==> config.mk <==
export PLATFORM = sky130hd
export DESIGN_NAME = ex_stage
export DESIGN_NICKNAME = d
export VERILOG_FILES = /design/src/rtl/ex_stage_pkg.sv /design/src/rtl/ex_stage_fwd_unit.sv /design/src/rtl/ex_stage.sv
export SDC_FILE = /design/constraint.sdc
export NUM_CORES = 1
export LEC_CHECK = 0
export CAP_MARGIN = 30
export CORE_AREA = 2 2 155 157
export CTS_CLUSTER_DIAMETER = 200
export DETAILED_ROUTE_END_ITERATION = 16
export DIE_AREA = 0 0 157 159
export HOLD_SLACK_MARGIN = 0.1
export PLACE_DENSITY = 0.68
export SLEW_MARGIN = 15
export SYNTH_ARGS = -nofsm -noshare
export SYNTH_HDL_FRONTEND = slang
export SYNTH_SLANG_ARGS = --single-unit
==> constraint.sdc <==
create_clock -name clk -period 6.45 [get_ports clk]
set_input_delay 1.29 -clock clk [delete_from_list [all_inputs] [get_ports clk]]
set_output_delay 1.29 -clock clk [all_outputs]
set_load 0.01 [all_outputs]
==> src/rtl/ex_stage_pkg.sv <==
// Shared definitions for the execute stage: ALU op codes, branch types and the
// register-address width used across the core.
package ex_stage_pkg;

   localparam int REGADDR = 5;

   typedef enum logic [3:0] {
      ADDITION    = 4'd0,
      SUBTRACTION = 4'd1,
      BITAND      = 4'd2,
      BITOR       = 4'd3,
      BITXOR      = 4'd4,
      LT          = 4'd5,
      SHL         = 4'd6,
      SHR         = 4'd7
   } alu_op_e;

   typedef enum logic [1:0] {
      BR_NONE = 2'd0,
      BR_EQ   = 2'd1,
      BR_NE   = 2'd2,
      BR_LT   = 2'd3
   } br_type_e;

   // EQ/NE look at a SUBTRACTION result, LT at the LSB of an unsigned LT result.
   function automatic logic br_decide(input br_type_e t, input logic res_zero,
                                      input logic res_lsb);
      case (t)
         BR_EQ:   return res_zero;
         BR_NE:   return !res_zero;
         BR_LT:   return res_lsb;
         default: return 1'b0;
      endcase
   endfunction

endpackage

==> src/rtl/ex_stage_fwd_unit.sv <==
// Operand forwarding mux: picks the youngest in-flight write to rs, else the
// register-file value. Register 0 is never forwarded.
module fwd_unit
   import ex_stage_pkg::*;
#(
   parameter int BITSIZE  = 32,
   parameter int ADDR_W   = REGADDR
) (
   input  logic [ADDR_W-1:0]  rs_addr_i,
   input  logic [BITSIZE-1:0] rs_data_i,
   input  logic               exm_we_i,
   input  logic [ADDR_W-1:0]  exm_rd_addr_i,
   input  logic [BITSIZE-1:0] exm_data_i,
   input  logic               wb_we_i,
   input  logic [ADDR_W-1:0]  wb_rd_addr_i,
   input  logic [BITSIZE-1:0] wb_data_i,
   output logic [BITSIZE-1:0] fwd_data_o
);

   logic rs_nonzero;
   logic exm_hit;
   logic wb_hit;

   assign rs_nonzero = (rs_addr_i != '0);
   assign exm_hit    = exm_we_i && (exm_rd_addr_i == rs_addr_i) && rs_nonzero;
   assign wb_hit     = wb_we_i  && (wb_rd_addr_i  == rs_addr_i) && rs_nonzero;

   assign fwd_data_o = exm_hit ? exm_data_i :
                       wb_hit  ? wb_data_i  : rs_data_i;

endmodule

==> src/rtl/ex_stage.sv <==
// Execute stage: forwards operands, drives the external ALU, resolves branches
// and holds the EX/MEM pipeline register behind a valid/ready handshake.
module ex_stage #(
   parameter int BITSIZE = 32,
   parameter int REGADDR = ex_stage_pkg::REGADDR
) (
   input  logic               clk,
   input  logic               rst_i,
   input  logic               valid_i,
   output logic               ready_o,
   input  logic [3:0]         op_i,
   input  logic [REGADDR-1:0] rs1_addr_i,
   input  logic [REGADDR-1:0] rs2_addr_i,
   input  logic [BITSIZE-1:0] rs1_data_i,
   input  logic [BITSIZE-1:0] rs2_data_i,
   input  logic [BITSIZE-1:0] imm_i,
   input  logic [BITSIZE-1:0] pc_i,
   input  logic               use_imm_i,
   input  logic               use_pc_i,
   input  logic [1:0]         br_type_i,
   input  logic [REGADDR-1:0] rd_addr_i,
   input  logic               rd_we_i,
   input  logic               wb_we_i,
   input  logic [REGADDR-1:0] wb_rd_addr_i,
   input  logic [BITSIZE-1:0] wb_data_i,
   output logic [BITSIZE-1:0] alu_a_o,
   output logic [BITSIZE-1:0] alu_b_o,
   output logic [3:0]         alu_op_o,
   input  logic [BITSIZE-1:0] alu_result_i,
   output logic               valid_o,
   input  logic               ready_i,
   output logic [BITSIZE-1:0] result_o,
   output logic [BITSIZE-1:0] store_data_o,
   output logic [REGADDR-1:0] rd_addr_o,
   output logic               rd_we_o,
   output logic               br_taken_o,
   output logic [BITSIZE-1:0] br_target_o
);

   import ex_stage_pkg::*;

   logic               valid_q,     valid_d;
   logic [BITSIZE-1:0] result_q,    result_d;
   logic [BITSIZE-1:0] store_q,     store_d;
   logic [REGADDR-1:0] rd_addr_q,   rd_addr_d;
   logic               rd_we_q,     rd_we_d;
   logic               br_taken_q,  br_taken_d;
   logic [BITSIZE-1:0] br_target_q, br_target_d;

   logic [BITSIZE-1:0] fwd_rs1;
   logic [BITSIZE-1:0] fwd_rs2;
   logic [BITSIZE-1:0] br_sum;
   br_type_e           br_type;
   logic               accept;
   logic               taken;

   fwd_unit #(.BITSIZE(BITSIZE), .ADDR_W(REGADDR)) u_fwd_rs1 (
      .rs_addr_i     (rs1_addr_i),
      .rs_data_i     (rs1_data_i),
      .exm_we_i      (valid_q && rd_we_q),
      .exm_rd_addr_i (rd_addr_q),
      .exm_data_i    (result_q),
      .wb_we_i       (wb_we_i),
      .wb_rd_addr_i  (wb_rd_addr_i),
      .wb_data_i     (wb_data_i),
      .fwd_data_o    (fwd_rs1)
   );

   fwd_unit #(.BITSIZE(BITSIZE), .ADDR_W(REGADDR)) u_fwd_rs2 (
      .rs_addr_i     (rs2_addr_i),
      .rs_data_i     (rs2_data_i),
      .exm_we_i      (valid_q && rd_we_q),
      .exm_rd_addr_i (rd_addr_q),
      .exm_data_i    (result_q),
      .wb_we_i       (wb_we_i),
      .wb_rd_addr_i  (wb_rd_addr_i),
      .wb_data_i     (wb_data_i),
      .fwd_data_o    (fwd_rs2)
   );

   assign br_type = br_type_e'(br_type_i);
   assign alu_a_o = use_pc_i  ? pc_i  : fwd_rs1;
   assign alu_b_o = use_imm_i ? imm_i : fwd_rs2;
   assign br_sum  = pc_i + imm_i;

   // During the kill cycle the wrong-path instruction is swallowed, never accepted.
   assign ready_o = !valid_q || ready_i || br_taken_q;
   assign accept  = valid_i && ready_o && !br_taken_q;
   assign taken   = br_decide(br_type, (alu_result_i == '0), alu_result_i[0]);

   // NOTE: every output of a combinational block gets a default first so no path leaves it unassigned and infers a latch.
   always_comb begin
      alu_op_o = op_i;
      case (br_type)
         BR_EQ, BR_NE: alu_op_o = SUBTRACTION;
         BR_LT:        alu_op_o = LT;
         default:      ;
      endcase
   end

   always_comb begin
      valid_d     = valid_q;
      result_d    = result_q;
      store_d     = store_q;
      rd_addr_d   = rd_addr_q;
      rd_we_d     = rd_we_q;
      br_taken_d  = 1'b0;
      br_target_d = br_target_q;
      if (accept) begin
         valid_d   = 1'b1;
         result_d  = alu_result_i;
         store_d   = fwd_rs2;
         rd_addr_d = rd_addr_i;
         rd_we_d   = rd_we_i && (br_type == BR_NONE);
         if (taken) begin
            br_taken_d  = 1'b1;
            br_target_d = br_sum;
         end
      end else if (ready_i) begin
         valid_d = 1'b0;
         rd_we_d = 1'b0;
      end
   end

   // NOTE: sequential state uses non-blocking assignments so all registers sample pre-edge values together.
   always_ff @(posedge clk) begin
      if (rst_i) begin
         valid_q     <= 1'b0;
         result_q    <= '0;
         store_q     <= '0;
         rd_addr_q   <= '0;
         rd_we_q     <= 1'b0;
         br_taken_q  <= 1'b0;
         br_target_q <= '0;
      end else begin
         valid_q     <= valid_d;
         result_q    <= result_d;
         store_q     <= store_d;
         rd_addr_q   <= rd_addr_d;
         rd_we_q     <= rd_we_d;
         br_taken_q  <= br_taken_d;
         br_target_q <= br_target_d;
      end
   end

   assign valid_o      = valid_q;
   assign result_o     = result_q;
   assign store_data_o = store_q;
   assign rd_addr_o    = rd_addr_q;
   assign rd_we_o      = rd_we_q;
   assign br_taken_o   = br_taken_q;
   assign br_target_o  = br_target_q;

endmodule

==> flow_summary.ini <==
[pwr]
comb_power_share = 0.368
p_per_area_nw_per_um2 = 169
p_switching_mw = 0.678
leakagePower_nw = 4.57
p_seq_frac = 0.355
total_power_mw = 2.03
switching_share = 0.333
vdd_drop_max_v = 0.000117
clockPowerShare = 0.277
intPower_mw = 1.36

[worst_setup_path]
reg2regPathDepth = 5
end_kind = output port
worst_r2r_endpoint = store_data_o[21]
rrSetupSlack_ns = 4.22
crit_arrival_ns = 4.46
cp-start-kind = input port
crit_type = input port to output port
cp_max_fo = 32
cp.required_ns = 5.16
timing.rr.start = br_taken_o

[yosys]
async_flop_share = 0
syn_avg_cell_area_um2 = 7.20
synth_area_um2 = 7490
yosys_warnings = 0
synth_nets = 1299
synth-seq-cells = 104
synth-edff-count = 0
synth-seq-area-share = 0.278
yosysUniqueCellTypes = 58
syn_inst = 1041
ys.flop_type = dfxtp_1

[clock_tree]
cts_root_buf = clkbuf_16
clock-sinks = 104
htreeDepth = 3
cts_max_path_buffers = 2
cts.repair.resized = 0
cts_setup_buffers = 0
cts_hold_buf = 0
clkLatencyLatePin_ns = 0.36
cts_made_buffers = 9
cts.clk_slew.worst_paths_ns = 0.07
tritoncts = yes

[global_routing]
grt_pass1_wl_um = 52700
grt_max_degree = 71
grt-ovfl-total = 0
grt_usage = 0.276
antenna_found_initial = 2
grt_pass1_vias = 8831

[routing]
drtIter0Drc = 544
wl_per_cell_um = 20.7
viasPerCell = 5.17
first_pass_iters = 5
drc_errors = 0
vias = 8885
ant_nets = 0
wl_um = 35500

[sta]
timing.setup.tns_ns = 0
slew_violations = 0
clock_skew_ns = 0.0111
setup_viol = 0
hold_viol_final = 0
fin_crit_sh = 0.892
rsz0062_at_grt = false
tightestPinTransition_ns = 0.946
fmax_mhz = 174
finalCriticalPeriod_ns = 5.75
setup_slack_ns = 0.699
relSlewSlack = 0.369

[placement]
post-place-ws_ns = 0.764
place_inst = 1703
numPortBuffers = 398
dpl-instance-area_um2 = 11700
place.gp.congestion = 0.896
hpwl_um = 27600

[floorplan]
die_height_um = 159
initial_core_util = 0.323
die_w_um = 157
core_area_um2 = 23200
dieArea_um2 = 25000
num_io_pins = 399
floorplan.rows = 56

[min_path]
hold_path.class = flop to flop
hold_start = br_target_o[14]
hold_end = br_target_o[14]
hold-path-cell-count = 2

[layout]
area_growth_pct = 60.6
fin_area_um2 = 12000
final_cells = 1720
fin_nets = 1653
drive_gt1_frac = 0.0571

[status]
status = finished, final reports clean

[job]
maxCapViolations = 0
==> stage by stage <==
step                      utilization  hold slack (ns)
after global placement          0.505            0.438
after global routing            0.519            0.469
after detailed placement        0.506            0.442
final                           0.519            0.451
after floorplan                     -            0.476
after CTS                       0.519            0.452
==> kinds of logic after synthesis <==
logic type	after synthesis	synth area share
AND/OR/NAND/NOR	395	0.224
AO/OA/AOI/OAI	294	0.219
flip-flops	104	0.278
multiplexers	97	0.135
buffers and inverters	76	0.0394
XOR/XNOR	43	0.0503
adder cells (fa/ha/maj)	32	0.0545
==> power groups by stage <==
stage	clock network, mW	logic (mW)	registers [mW]
3_3_place_gp	0	0.738	0.737
5_1_grt	0.601	0.808	0.728
2_1_floorplan	0	0.322	0.744
6_report	0.563	0.748	0.723
3_5_place_dp	0	0.743	0.738
4_1_cts	0.576	0.747	0.723
==> synthesized netlist by cell type, drive strengths merged (10+ instances only) <==
library cell	n	share of area
a21o	12	0.012
a21oi	155	0.11
buf	12	0.0073
clkbuf	55	0.028
dfxtp	104	0.28
ha	31	0.052
mux2	32	0.048
mux2i	65	0.087
nand2	266	0.13
nor2	54	0.027
nor3	13	0.0087
nor4	10	0.0092
o21ai	83	0.055
xnor2	32	0.037
xor2	11	0.013
==> worst max-delay path by stage <==
| stage | cells after the start | slack (ns) | start | to |
|---|---|---|---|---|
| after floorplan | 6 | 2.35 | wb_rd_addr_i[0] | alu_b_o[1] |
| after global placement | 9 | 0.79 | rs2_addr_i[1] | alu_b_o[11] |
| after detailed placement | 9 | 0.76 | rs2_addr_i[1] | alu_b_o[0] |
| after CTS | 9 | 0.76 | rs2_addr_i[1] | alu_b_o[0] |
| after global routing | 9 | 0.61 | rs2_addr_i[1] | alu_b_o[0] |
| final | 9 | 0.70 | rs2_addr_i[1] | alu_b_o[0] |
==> metal layers <==
| layer | vias up | GRT usage | share of wire |
|---|---|---|---|
| met5 | - | 0 | 0.00037 |
| met1 | 4102 | 0.365 | 0.44 |
| li1 | 4352 | - | - |
| met4 | 2 | 0.0813 | 0.023 |
| met2 | 383 | 0.457 | 0.47 |
| met3 | 46 | 0.0501 | 0.064 |
==> cell type report <==
class / count / area, um2
inverters: 9 / 33.8
diodes: 1 / 2.50
clock inverters: 6 / 52.6
flip-flops and latches: 104 / 2080
multi-input cells: 861 / 5140
fillers: 2287 / 11200
repair buffers: 410 / 4070
clock buffers: 10 / 239
well taps: 319 / 399
==> worst max-delay path: stages <==
cell             delay, ns
clkdlybuf4s50_1       0.48
or4_1                 0.55
nor2_1                0.26
nor4_4                0.09
buf_4                 0.35
mux2i_1               0.19
o21ai_0               0.44
mux2_2                0.25
clkdlybuf4s50_1       0.53
==> placed cells by master (no fill, tap or decap), drive strengths merged, types with 8 or more instances in the layout <==
cell type,netlist,layout
buf,12,15
a21o,12,12
xor2,11,11
xnor2,32,32
clkdlybuf4s50,0,395
nand2,266,266
inv,9,10
ha,31,31
mux2i,65,65
nor4,10,10
nand3,9,9
o21ai,83,83
mux2,32,32
nor3,13,13
nor2,54,54
a211oi,8,8
dfxtp,104,104
clkbuf,55,10
a21oi,155,155
==> state kept, by name (all words and copies together), names as in the netlist <==
| signal | flops |
|---|---|
| result_o | 32 |
| br_taken_o | 1 |
| rd_addr_o | 5 |
| store_data_o | 32 |
| rd_we_o | 1 |
| valid_o | 1 |
| br_target_o | 32 |
(Power assumes the default switching activity.)
